### src/rtl/fr_gen_v1_0_if.sv
// AXI4-Lite register bus for fr_gen_v1_0; the generator takes the slave view.
interface fr_gen_v1_0_if #(
    parameter int unsigned DW = 32,
    parameter int unsigned AW = 4
);
    logic [AW-1:0]   awaddr;
    logic [2:0]      awprot;
    logic            awvalid;
    logic            awready;
    logic [DW-1:0]   wdata;
    logic [DW/8-1:0] wstrb;
    logic            wvalid;
    logic            wready;
    logic [1:0]      bresp;
    logic            bvalid;
    logic            bready;
    logic [AW-1:0]   araddr;
    logic [2:0]      arprot;
    logic            arvalid;
    logic            arready;
    logic [DW-1:0]   rdata;
    logic [1:0]      rresp;
    logic            rvalid;
    logic            rready;

    modport slave (
        input  awaddr, awprot, awvalid, wdata, wstrb, wvalid, bready,
               araddr, arprot, arvalid, rready,
        output awready, wready, bresp, bvalid, arready, rdata, rresp, rvalid
    );

    modport master (
        output awaddr, awprot, awvalid, wdata, wstrb, wvalid, bready,
               araddr, arprot, arvalid, rready,
        input  awready, wready, bresp, bvalid, arready, rdata, rresp, rvalid
    );
endinterface

### src/rtl/fr_gen_v1_0.sv
// AXI4-Lite programmable square-wave generator: continuous or N-cycle burst on fout,
// with running/done status and an emitted-cycle counter.
module fr_gen_v1_0 #(
    parameter int C_S00_AXI_DATA_WIDTH = 32,
    parameter int C_S00_AXI_ADDR_WIDTH = 4
) (
    input  logic         s00_axi_aclk,
    input  logic         s00_axi_aresetn,
    fr_gen_v1_0_if.slave s00_axi,
    output logic         fout,
    output logic         running
);
    localparam int unsigned DW = C_S00_AXI_DATA_WIDTH;
    localparam int unsigned AW = C_S00_AXI_ADDR_WIDTH;
    localparam int unsigned NB = DW / 8;

    typedef enum logic [1:0] {
        S_IDLE = 2'd0,
        S_RUN  = 2'd1,
        S_DONE = 2'd2
    } state_t;

    logic clk;
    logic rst_n;
    assign clk   = s00_axi_aclk;
    assign rst_n = s00_axi_aresetn;

    // Register file
    logic [1:0]    ctrl;
    logic [DW-1:0] half;
    logic [DW-1:0] ncyc;

    // Generator state
    state_t        state;
    state_t        state_nxt;
    logic          fout_nxt;
    logic          running_nxt;
    logic [DW-1:0] cnt;
    logic [DW-1:0] cnt_nxt;
    logic [DW-1:0] count;
    logic [DW-1:0] count_nxt;
    logic [DW-1:0] count_inc_c;
    logic [DW-1:0] h_reload_c;
    logic          done;
    logic          done_nxt;
    logic          pol_lat;
    logic          pol_nxt;

    // AXI channel control
    logic          wr_fire_c;
    logic          rd_fire_c;
    logic [1:0]    wr_sel_c;
    logic [1:0]    rd_sel_c;
    logic [DW-1:0] rd_mux_c;
    logic          unused_c;

    assign wr_sel_c = s00_axi.awaddr[AW-1:AW-2];
    assign rd_sel_c = s00_axi.araddr[AW-1:AW-2];

    // The ready pulse itself blocks re-acceptance while the master still holds valid.
    assign wr_fire_c = s00_axi.awvalid && s00_axi.wvalid && !s00_axi.bvalid && !s00_axi.awready;
    assign rd_fire_c = s00_axi.arvalid && !s00_axi.rvalid && !s00_axi.arready;

    assign s00_axi.bresp = 2'b00;
    assign s00_axi.rresp = 2'b00;

    assign unused_c = ^{s00_axi.awprot, s00_axi.arprot,
                        s00_axi.awaddr[AW-3:0], s00_axi.araddr[AW-3:0], count[DW-1:DW-2]};

    function automatic logic [DW-1:0] merge_strb(input logic [DW-1:0] cur,
                                                 input logic [DW-1:0] data,
                                                 input logic [NB-1:0] strb);
        logic [DW-1:0] res;
        res = cur;
        for (int i = 0; i < int'(NB); i++) begin
            if (strb[i]) begin
                res[i*8 +: 8] = data[i*8 +: 8];
            end
        end
        return res;
    endfunction

    // Write address/data acceptance and response
    always_ff @(posedge clk or negedge rst_n) begin
        if (!rst_n) begin
            s00_axi.awready <= 1'b0;
            s00_axi.wready  <= 1'b0;
            s00_axi.bvalid  <= 1'b0;
        end else begin
            s00_axi.awready <= wr_fire_c;
            s00_axi.wready  <= wr_fire_c;
            if (s00_axi.awready) begin
                s00_axi.bvalid <= 1'b1;
            end else if (s00_axi.bvalid && s00_axi.bready) begin
                s00_axi.bvalid <= 1'b0;
            end
        end
    end

    // Register writes; STATUS is read-only and silently ignores writes
    always_ff @(posedge clk or negedge rst_n) begin
        if (!rst_n) begin
            ctrl <= 2'b00;
            half <= DW'(1);
            ncyc <= '0;
        end else if (wr_fire_c) begin
            case (wr_sel_c)
                2'd0: if (s00_axi.wstrb[0]) ctrl <= s00_axi.wdata[1:0];
                2'd1: half <= merge_strb(half, s00_axi.wdata, s00_axi.wstrb);
                2'd2: ncyc <= merge_strb(ncyc, s00_axi.wdata, s00_axi.wstrb);
                default: ;
            endcase
        end
    end

    always_comb begin
        rd_mux_c = '0;
        case (rd_sel_c)
            2'd0:    rd_mux_c = DW'(ctrl);
            2'd1:    rd_mux_c = half;
            2'd2:    rd_mux_c = ncyc;
            default: rd_mux_c = DW'({count[DW-3:0], done, running});
        endcase
    end

    // Read channel: rdata frozen from capture until rready
    always_ff @(posedge clk or negedge rst_n) begin
        if (!rst_n) begin
            s00_axi.arready <= 1'b0;
            s00_axi.rvalid  <= 1'b0;
            s00_axi.rdata   <= '0;
        end else begin
            s00_axi.arready <= rd_fire_c;
            if (rd_fire_c) begin
                s00_axi.rdata <= rd_mux_c;
            end
            if (s00_axi.arready) begin
                s00_axi.rvalid <= 1'b1;
            end else if (s00_axi.rvalid && s00_axi.rready) begin
                s00_axi.rvalid <= 1'b0;
            end
        end
    end

    // Reload value h-1, with HALF=0 treated as a half-period of one cycle
    assign h_reload_c = (half == '0) ? '0 : half - DW'(1);

    always_ff @(posedge clk or negedge rst_n) begin
        if (!rst_n) begin
            state   <= S_IDLE;
            fout    <= 1'b0;
            running <= 1'b0;
            cnt     <= '0;
            count   <= '0;
            done    <= 1'b0;
            pol_lat <= 1'b0;
        end else begin
            state   <= state_nxt;
            fout    <= fout_nxt;
            running <= running_nxt;
            cnt     <= cnt_nxt;
            count   <= count_nxt;
            done    <= done_nxt;
            pol_lat <= pol_nxt;
        end
    end

    // Level timing: cnt is loaded only at start and on each toggle, so HALF writes
    // never disturb the level already in progress.
    always_comb begin
        state_nxt   = state;
        fout_nxt    = fout;
        running_nxt = running;
        cnt_nxt     = cnt;
        count_nxt   = count;
        done_nxt    = done;
        pol_nxt     = pol_lat;
        count_inc_c = count + DW'(1);

        unique case (state)
            S_IDLE: begin
                fout_nxt    = ctrl[1];
                running_nxt = 1'b0;
                if (ctrl[0]) begin
                    state_nxt   = S_RUN;
                    pol_nxt     = ctrl[1];
                    fout_nxt    = !ctrl[1];
                    running_nxt = 1'b1;
                    cnt_nxt     = h_reload_c;
                    count_nxt   = '0;
                    done_nxt    = 1'b0;
                end
            end
            S_RUN: begin
                if (!ctrl[0]) begin
                    state_nxt   = S_IDLE;
                    fout_nxt    = ctrl[1];
                    running_nxt = 1'b0;
                end else if (cnt != '0) begin
                    cnt_nxt = cnt - DW'(1);
                end else begin
                    fout_nxt = !fout;
                    cnt_nxt  = h_reload_c;
                    if ((!fout) == pol_lat) begin
                        count_nxt = count_inc_c;
                        if ((ncyc != '0) && (count_inc_c == ncyc)) begin
                            state_nxt   = S_DONE;
                            fout_nxt    = pol_lat;
                            running_nxt = 1'b0;
                            done_nxt    = 1'b1;
                        end
                    end
                end
            end
            S_DONE: begin
                fout_nxt    = pol_lat;
                running_nxt = 1'b0;
                done_nxt    = 1'b1;
                if (!ctrl[0]) begin
                    state_nxt = S_IDLE;
                    fout_nxt  = ctrl[1];
                end
            end
            default: begin
                state_nxt = S_IDLE;
            end
        endcase
    end
endmodule

### src/flat_wrapper.sv
// flat-port wrapper written by rule: the top's interface ports become plain ports
module fr_gen_v1_0_flat 
#(
    parameter int C_S00_AXI_DATA_WIDTH = 32,
    parameter int C_S00_AXI_ADDR_WIDTH = 4
)
  (s00_axi_aclk, s00_axi_aresetn, fout, running, s00_axi_awaddr, s00_axi_awprot, s00_axi_awvalid, s00_axi_wdata, s00_axi_wstrb, s00_axi_wvalid, s00_axi_bready, s00_axi_araddr, s00_axi_arprot, s00_axi_arvalid, s00_axi_rready, s00_axi_awready, s00_axi_wready, s00_axi_bresp, s00_axi_bvalid, s00_axi_arready, s00_axi_rdata, s00_axi_rresp, s00_axi_rvalid);
  fr_gen_v1_0_if #(.DW(32), .AW(4)) s00_axi_i ();
  input  logic s00_axi_aclk;
  input  logic s00_axi_aresetn;
  output logic fout;
  output logic running;
  input wire logic [$bits(s00_axi_i.awaddr)-1:0] s00_axi_awaddr;
  input wire logic [$bits(s00_axi_i.awprot)-1:0] s00_axi_awprot;
  input wire logic [$bits(s00_axi_i.awvalid)-1:0] s00_axi_awvalid;
  input wire logic [$bits(s00_axi_i.wdata)-1:0] s00_axi_wdata;
  input wire logic [$bits(s00_axi_i.wstrb)-1:0] s00_axi_wstrb;
  input wire logic [$bits(s00_axi_i.wvalid)-1:0] s00_axi_wvalid;
  input wire logic [$bits(s00_axi_i.bready)-1:0] s00_axi_bready;
  input wire logic [$bits(s00_axi_i.araddr)-1:0] s00_axi_araddr;
  input wire logic [$bits(s00_axi_i.arprot)-1:0] s00_axi_arprot;
  input wire logic [$bits(s00_axi_i.arvalid)-1:0] s00_axi_arvalid;
  input wire logic [$bits(s00_axi_i.rready)-1:0] s00_axi_rready;
  output wire logic [$bits(s00_axi_i.awready)-1:0] s00_axi_awready;
  output wire logic [$bits(s00_axi_i.wready)-1:0] s00_axi_wready;
  output wire logic [$bits(s00_axi_i.bresp)-1:0] s00_axi_bresp;
  output wire logic [$bits(s00_axi_i.bvalid)-1:0] s00_axi_bvalid;
  output wire logic [$bits(s00_axi_i.arready)-1:0] s00_axi_arready;
  output wire logic [$bits(s00_axi_i.rdata)-1:0] s00_axi_rdata;
  output wire logic [$bits(s00_axi_i.rresp)-1:0] s00_axi_rresp;
  output wire logic [$bits(s00_axi_i.rvalid)-1:0] s00_axi_rvalid;
  assign s00_axi_i.awaddr = s00_axi_awaddr;
  assign s00_axi_i.awprot = s00_axi_awprot;
  assign s00_axi_i.awvalid = s00_axi_awvalid;
  assign s00_axi_i.wdata = s00_axi_wdata;
  assign s00_axi_i.wstrb = s00_axi_wstrb;
  assign s00_axi_i.wvalid = s00_axi_wvalid;
  assign s00_axi_i.bready = s00_axi_bready;
  assign s00_axi_i.araddr = s00_axi_araddr;
  assign s00_axi_i.arprot = s00_axi_arprot;
  assign s00_axi_i.arvalid = s00_axi_arvalid;
  assign s00_axi_i.rready = s00_axi_rready;
  assign s00_axi_awready = s00_axi_i.awready;
  assign s00_axi_wready = s00_axi_i.wready;
  assign s00_axi_bresp = s00_axi_i.bresp;
  assign s00_axi_bvalid = s00_axi_i.bvalid;
  assign s00_axi_arready = s00_axi_i.arready;
  assign s00_axi_rdata = s00_axi_i.rdata;
  assign s00_axi_rresp = s00_axi_i.rresp;
  assign s00_axi_rvalid = s00_axi_i.rvalid;
  fr_gen_v1_0 #(.C_S00_AXI_DATA_WIDTH(C_S00_AXI_DATA_WIDTH), .C_S00_AXI_ADDR_WIDTH(C_S00_AXI_ADDR_WIDTH)) u_core (.s00_axi_aclk(s00_axi_aclk), .s00_axi_aresetn(s00_axi_aresetn), .s00_axi(s00_axi_i), .fout(fout), .running(running));
endmodule
### config.mk
export PLATFORM = sky130hd
export DESIGN_NAME = fr_gen_v1_0_flat
export DESIGN_NICKNAME = d
export VERILOG_FILES = /design/src/rtl/fr_gen_v1_0_if.sv /design/src/rtl/fr_gen_v1_0.sv /design/src/flat_wrapper.sv
export SDC_FILE = /design/constraint.sdc
export NUM_CORES = 1
export LEC_CHECK = 0
export ABC_CLOCK_PERIOD_IN_PS = 7700
export BUFFER_PORTS_ARGS = -buffer_cell sky130_fd_sc_hd__buf_2
export CAP_MARGIN = 20
export CORE_AREA = 2 2 143 215
export CTS_BUF_LIST = sky130_fd_sc_hd__clkbuf_8
export DETAILED_ROUTE_END_ITERATION = 10
export DIE_AREA = 0 0 145 217
export GPL_TIMING_DRIVEN = 1
export SETUP_SLACK_MARGIN = 0.05
export SYNTH_ARGS = -nofsm -noshare
export SYNTH_HDL_FRONTEND = slang
export SYNTH_SLANG_ARGS = --single-unit
export TNS_END_PERCENT = 50
### constraint.sdc
create_clock -name s00_axi_aclk -period 7.7 [get_ports s00_axi_aclk]
set_input_delay 0.77 -clock s00_axi_aclk [delete_from_list [all_inputs] [get_ports s00_axi_aclk]]
set_output_delay 0.77 -clock s00_axi_aclk [all_outputs]
set_load 0.005 [all_outputs]
---- Word-level counts from Yosys, hierarchy flattened ----
Index checks and enable logic that the tools add are counted.
word-level totals
  output and inout bits ................... 43
  bits of input ports ..................... 57
  word-level logic and storage cells ...... 122
  bits in registers ....................... 172
cells by class
  $add $sub $neg .......................... 3
  multiplexer cells ....................... 41
  eq/ne operators ......................... 17
  reductions and logical operators ........ 40
operator list
  operator                                                count
  2-to-1 mux 32 bit                                       8
  case mux 32 bit (2 select lines)                        2
  case mux 32 bit (3 select lines)                        1
  nonzero test 32 bit                                     2
  subtractor 32 x 1 -> 32 bit (second input constant)     2
  adder 32 x 1 -> 32 bit (second input constant)          1
  equality test 32 bit                                    1
  logical NOT 32 bit                                      1
  AND reduction 3 bit                                     10
  2-to-1 mux 1 bit                                        20
  2-to-1 mux 2 bit                                        6
  AND reduction 5 bit                                     2
  inequality test 3 bit (second input constant)           3
  case mux 1 bit (3 select lines)                         3
  logical AND 1 bit                                       8
  inequality test 2 x 1 -> 1 bit (second input constant)  4
  equality test 2 x 1 -> 1 bit (second input constant)    3
  equality test 2 bit (second input constant)             3
  logical NOT 1 bit                                       6
  logical NOT 2 bit                                       3
  case mux 2 bit (3 select lines)                         1
  AND reduction 6 bit                                     1
  nonzero test 2 bit                                      3
  inequality test 2 bit (second input constant)           2
  4 further kinds                                         5

---- Depth between registers and ports, before layout ----
  word-level depth ........................ 8
  mapped depth ............................ 12
  mapped depth without buffers ............ 10

---- Worst setup path after synthesis ----
No wires, ideal clock.
  kind .................................... register to register
  start ................................... reg u_core.cnt[3]
  end ..................................... reg u_core.done
  clock period less this slack ............ 3.202 ns
  data arrival time ....................... 3.078 ns
  path buffers ............................ 0
  setup time .............................. 0.125 ns
  path slack .............................. 4.498 ns
  stages on the path, launching flop included .. 10
  data required time ...................... 7.575 ns
  cell sequence ........................... dfrtp_1 > or4_4 > or4b_4 > nor3_4 > nand4_4 > or2_0 > nor2_1 > a41oi_1 > nor3_1 > mux2_2
between the ends
  cells in the longest elaborated chain, start to end .. 3
RTL lines
  what                                    line                source
  start: declaration                      fr_gen_v1_0.sv:38   logic [DW-1:0] cnt;
  start signal: assignment                fr_gen_v1_0.sv:161  cnt <= cnt_nxt;
  nonzero test 32 bit                     fr_gen_v1_0.sv:199  end else if (cnt != '0) begin
  inequality test 2 bit (no source line)  n/a
  AND reduction 6 bit (no source line)    n/a
  end signal: assignment                  fr_gen_v1_0.sv:163  done <= done_nxt;
  end: declaration                        fr_gen_v1_0.sv:44   logic done;
Every way passes these cells.
A chain may end at the register's enable or synchronous reset.

---- Final worst setup path ----
  start ................................... reg u_core.cnt[3]
  end ..................................... reg u_core.count[31]
between the ends
  cells in the longest elaborated chain, start to end .. 3
RTL lines
  what                                    line                source
  nonzero test 32 bit                     fr_gen_v1_0.sv:199
  inequality test 2 bit (no source line)  n/a
  AND reduction 5 bit (no source line)    n/a
  end signal: assignment                  fr_gen_v1_0.sv:162  count <= count_nxt;
  end: declaration                        fr_gen_v1_0.sv:40   logic [DW-1:0] count;
Every way passes these cells.

==> impl_metrics.json <==
{
  "drc": 0,
  "crit_start": "u_core.cnt[3]",
  "critPathMostFrequentCell": "or4_4",
  "clock_latency_ns": 0.50,
  "p_per_area_nw_per_um2": 283,
  "dieWidth_um": 145,
  "postSynthAreaPerCell_um2": 9.48,
  "tritoncts": "built",
  "max_cap_viol_count": 0,
  "ant_nets": 0,
  "synthAdderAreaFrac_pct": 1.23,
  "post_cts_buffers": 0,
  "max_stage_delay_ns": 0.74,
  "start_util_pct": 34.3,
  "drt_iter0_drc": 559,
  "cp.required_ns": 8.11,
  "ctsResizeCount": 0,
  "die_y_um": 217,
  "cp_slowest_cell": "or4_4",
  "holdCritPathClass": "in -> async",
  "postSynth.asyncResetShare_pct": 100,
  "ctsHoldBuffers": 0,
  "vias_per_cell": 5.61,
  "grt_start_max_net_pins": 80,
  "setup_tns_ns": 0,
  "drive_gt1_share_pct": 22.6,
  "num_vias": 8610,
  "antenna_cells": 0,
  "grt_pass1_vias": 8457,
  "netlist_area_um2": 10200,
  "crit_chain": "or4_4, or4b_4, nor3_4, nand4_4, nor2_4, nand3_2, or4_4, o31ai_1",
  "gr-usage-all-layers_pct": 19.4,
  "core_um2": 29800,
  "synthXorXnorAreaFrac_pct": 6.61,
  "yosysWarningCount": 0,
  "portBuffers": 85,
  "ys.flop_type": "dfrtp_1",
  "cts_sinks": 172,
  "synthMuxAreaShare_pct": 11.9,
  "status": "complete, no violations",
  "tightestPinTransition_ns": 0.839,
  "grt_pass1_wl_um": 48300,
  "h-tree-depth": 4,
  "final.setup_skew_ns": 0.00967,
  "grt-ovfl-total": 0,
  "dieArea_um2": 31500,
  "period_share_pct": 52.0,
  "synth_top_family_by_area": "simple AND/OR/NAND/NOR gates",
  "cts_root_buf": "clkbuf_8",
  "final_common_cell": "dfrtp_1",
  "firstDrtPassIters": 5,
  "final_max_slew_viol_count": 0,
  "hold_viol_final": 0,
  "place_congestion": 0.922,
  "hpwlAfterDp_um": 22200,
  "synth_compound_area_share_pct": 16.4,
  "p_leak_nw": 4.71,
  "synth_edf_count": 0,
  "critPathArrivalTime_ns": 4.41,
  "yosys.cell_types.count": 65,
  "wire_per_inst_um": 19.7,
  "rsz0062_at_grt": "no",
  "worstSetupEndpointType": "flop",
  "cts.clk_slew.worst_paths_ns": 0.09,
  "setup_viol": 0,
  "numCtsBuffers": 17,
  "period_minus_slack_ns": 4.01,
  "nets": 1190,
  "fp-row-count": 78,
  "ys_seq_elements": 172,
  "mostFrequentLayoutCells": "dfrtp_1 (171), mux2_2 (101), nor2_1 (101), buf_2 (84), o21ai_0 (82)",
  "yosysSeqAreaShare_pct": 42.2,
  "ir_drop_mv": 0.125,
  "antenna_found_initial": 0,
  "clockBufferDepth": 2,
  "synth-simple-area-share_pct": 17.9,
  "syn_to_final_growth_pct": 11.1,
  "hold_slack_ns": 0.312,
  "critPathKind": "reg -> reg",
  "fillerInstances": 3018,
  "ios": 100,
  "timing.rr.start": "u_core.cnt[3]",
  "wl_um": 30200,
  "postSynthCellCount": 1076,
  "max_freq_mhz": 250,
  "critPathMaxFanout": 21,
  "startpoint_type": "flop",
  "relSlewSlack_pct": 43.7
}
==> final timing paths <==
kind | to | slack, ns | cells past startpoint
setup reg to reg | u_core.count[31] | 3.69 | 8
setup / recovery | u_core.count[31] | 3.69 | 8
min in group s00_axi_aclk | u_core.s00_axi.bvalid | 0.50 | 1
max in group asynchronous | u_core.s00_axi.rvalid | 5.55 | 3
hold reg to reg | u_core.s00_axi.bvalid | 0.50 | 1
hold / removal | u_core.s00_axi.rdata[0] | 0.31 | 1
==> final cells by class <==
type | instances | area, um2 | area share, %
clock buffer | 18 | 248 | 2.19
sequential | 172 | 4310 | 38.0
multi-input combinational | 815 | 5550 | 49.0
inverter | 17 | 63.8 | 0.564
clock inverter | 13 | 96.3 | 0.851
tap | 400 | 500 | 4.42
timing repair buffer | 100 | 564 | 4.98
==> power by group <==
part           internal [mW]  leakage [nW]  switching (mW)
clock network          0.230         0.163           0.363
registers               1.15          2.19           0.282
logic                  0.524          2.35           0.648
total                   1.91          4.71            1.29
==> Yosys cell counts, drive strengths merged, types with 17 or more instances <==
library cell / number / share of area (%)
dfrtp: 171 / 42
nor2: 102 / 3.8
mux2: 101 / 11
o21ai: 84 / 4.1
nand2: 69 / 2.6
a21oi: 66 / 3.2
clkbuf: 57 / 2.1
xnor2: 48 / 4.1
nor3: 34 / 1.8
a22oi: 32 / 2.4
xor2: 29 / 2.5
nand4: 26 / 1.7
nor4: 21 / 1.3
nand3: 20 / 1.0
buf: 18 / 0.97
a22o: 17 / 1.5
inv: 17 / 0.63
==> worst max-delay path: cells and delay by family, from the launching register on <==
kind | cells | cell delay [ns]
flops | 1 | 0.46
simple gates | 7 | 3.19
compound gates | 1 | 0.26
==> metal layers <==
metal  global-route usage (%)  share of wire, %
met2                     34.4                52
met4                     9.34               4.1
met3                     2.68               3.6
met1                     23.2                40
met5                        0                 0
==> sequential cells by signal, summed over array words and instances (netlist names) <==
name                    flops
u_core.cnt                 32
u_core.count               32
u_core.ctrl                 2
u_core.done                 1
u_core.fout                 1
u_core.half                32
u_core.ncyc                32
u_core.pol_lat              1
u_core.running              1
u_core.s00_axi.arready      1
u_core.s00_axi.awready      1
u_core.s00_axi.bvalid       1
u_core.s00_axi.rdata       32
u_core.s00_axi.rvalid       1
u_core.state                2
==> stage by stage <==
step,total power [mW],cell area (um2),worst slack [ns],util [%],std cells
finish,3.20,11300,3.69,38.0,1535
global route,3.42,11300,3.51,38.0,1535
CTS,3.22,11300,3.71,38.0,1535
detailed placement,2.62,11000,3.72,36.9,1504
global placement,2.57,11000,3.52,36.8,1503
floorplan,2.18,10200,4.50,-,1079
==> logic make-up (layout without fill, tap and decap cells) <==
group | after synthesis | after routing
adder cells (fa/ha/maj) | 10 | 10
AO/OA/AOI/OAI | 268 | 268
XOR/XNOR | 77 | 77
multiplexers | 106 | 106
other | 1 | 4
buffers and inverters | 92 | 148
AND/OR/NAND/NOR | 350 | 350
flip-flops | 172 | 172
No activity file was read; power rests on OpenSTA's default activity.
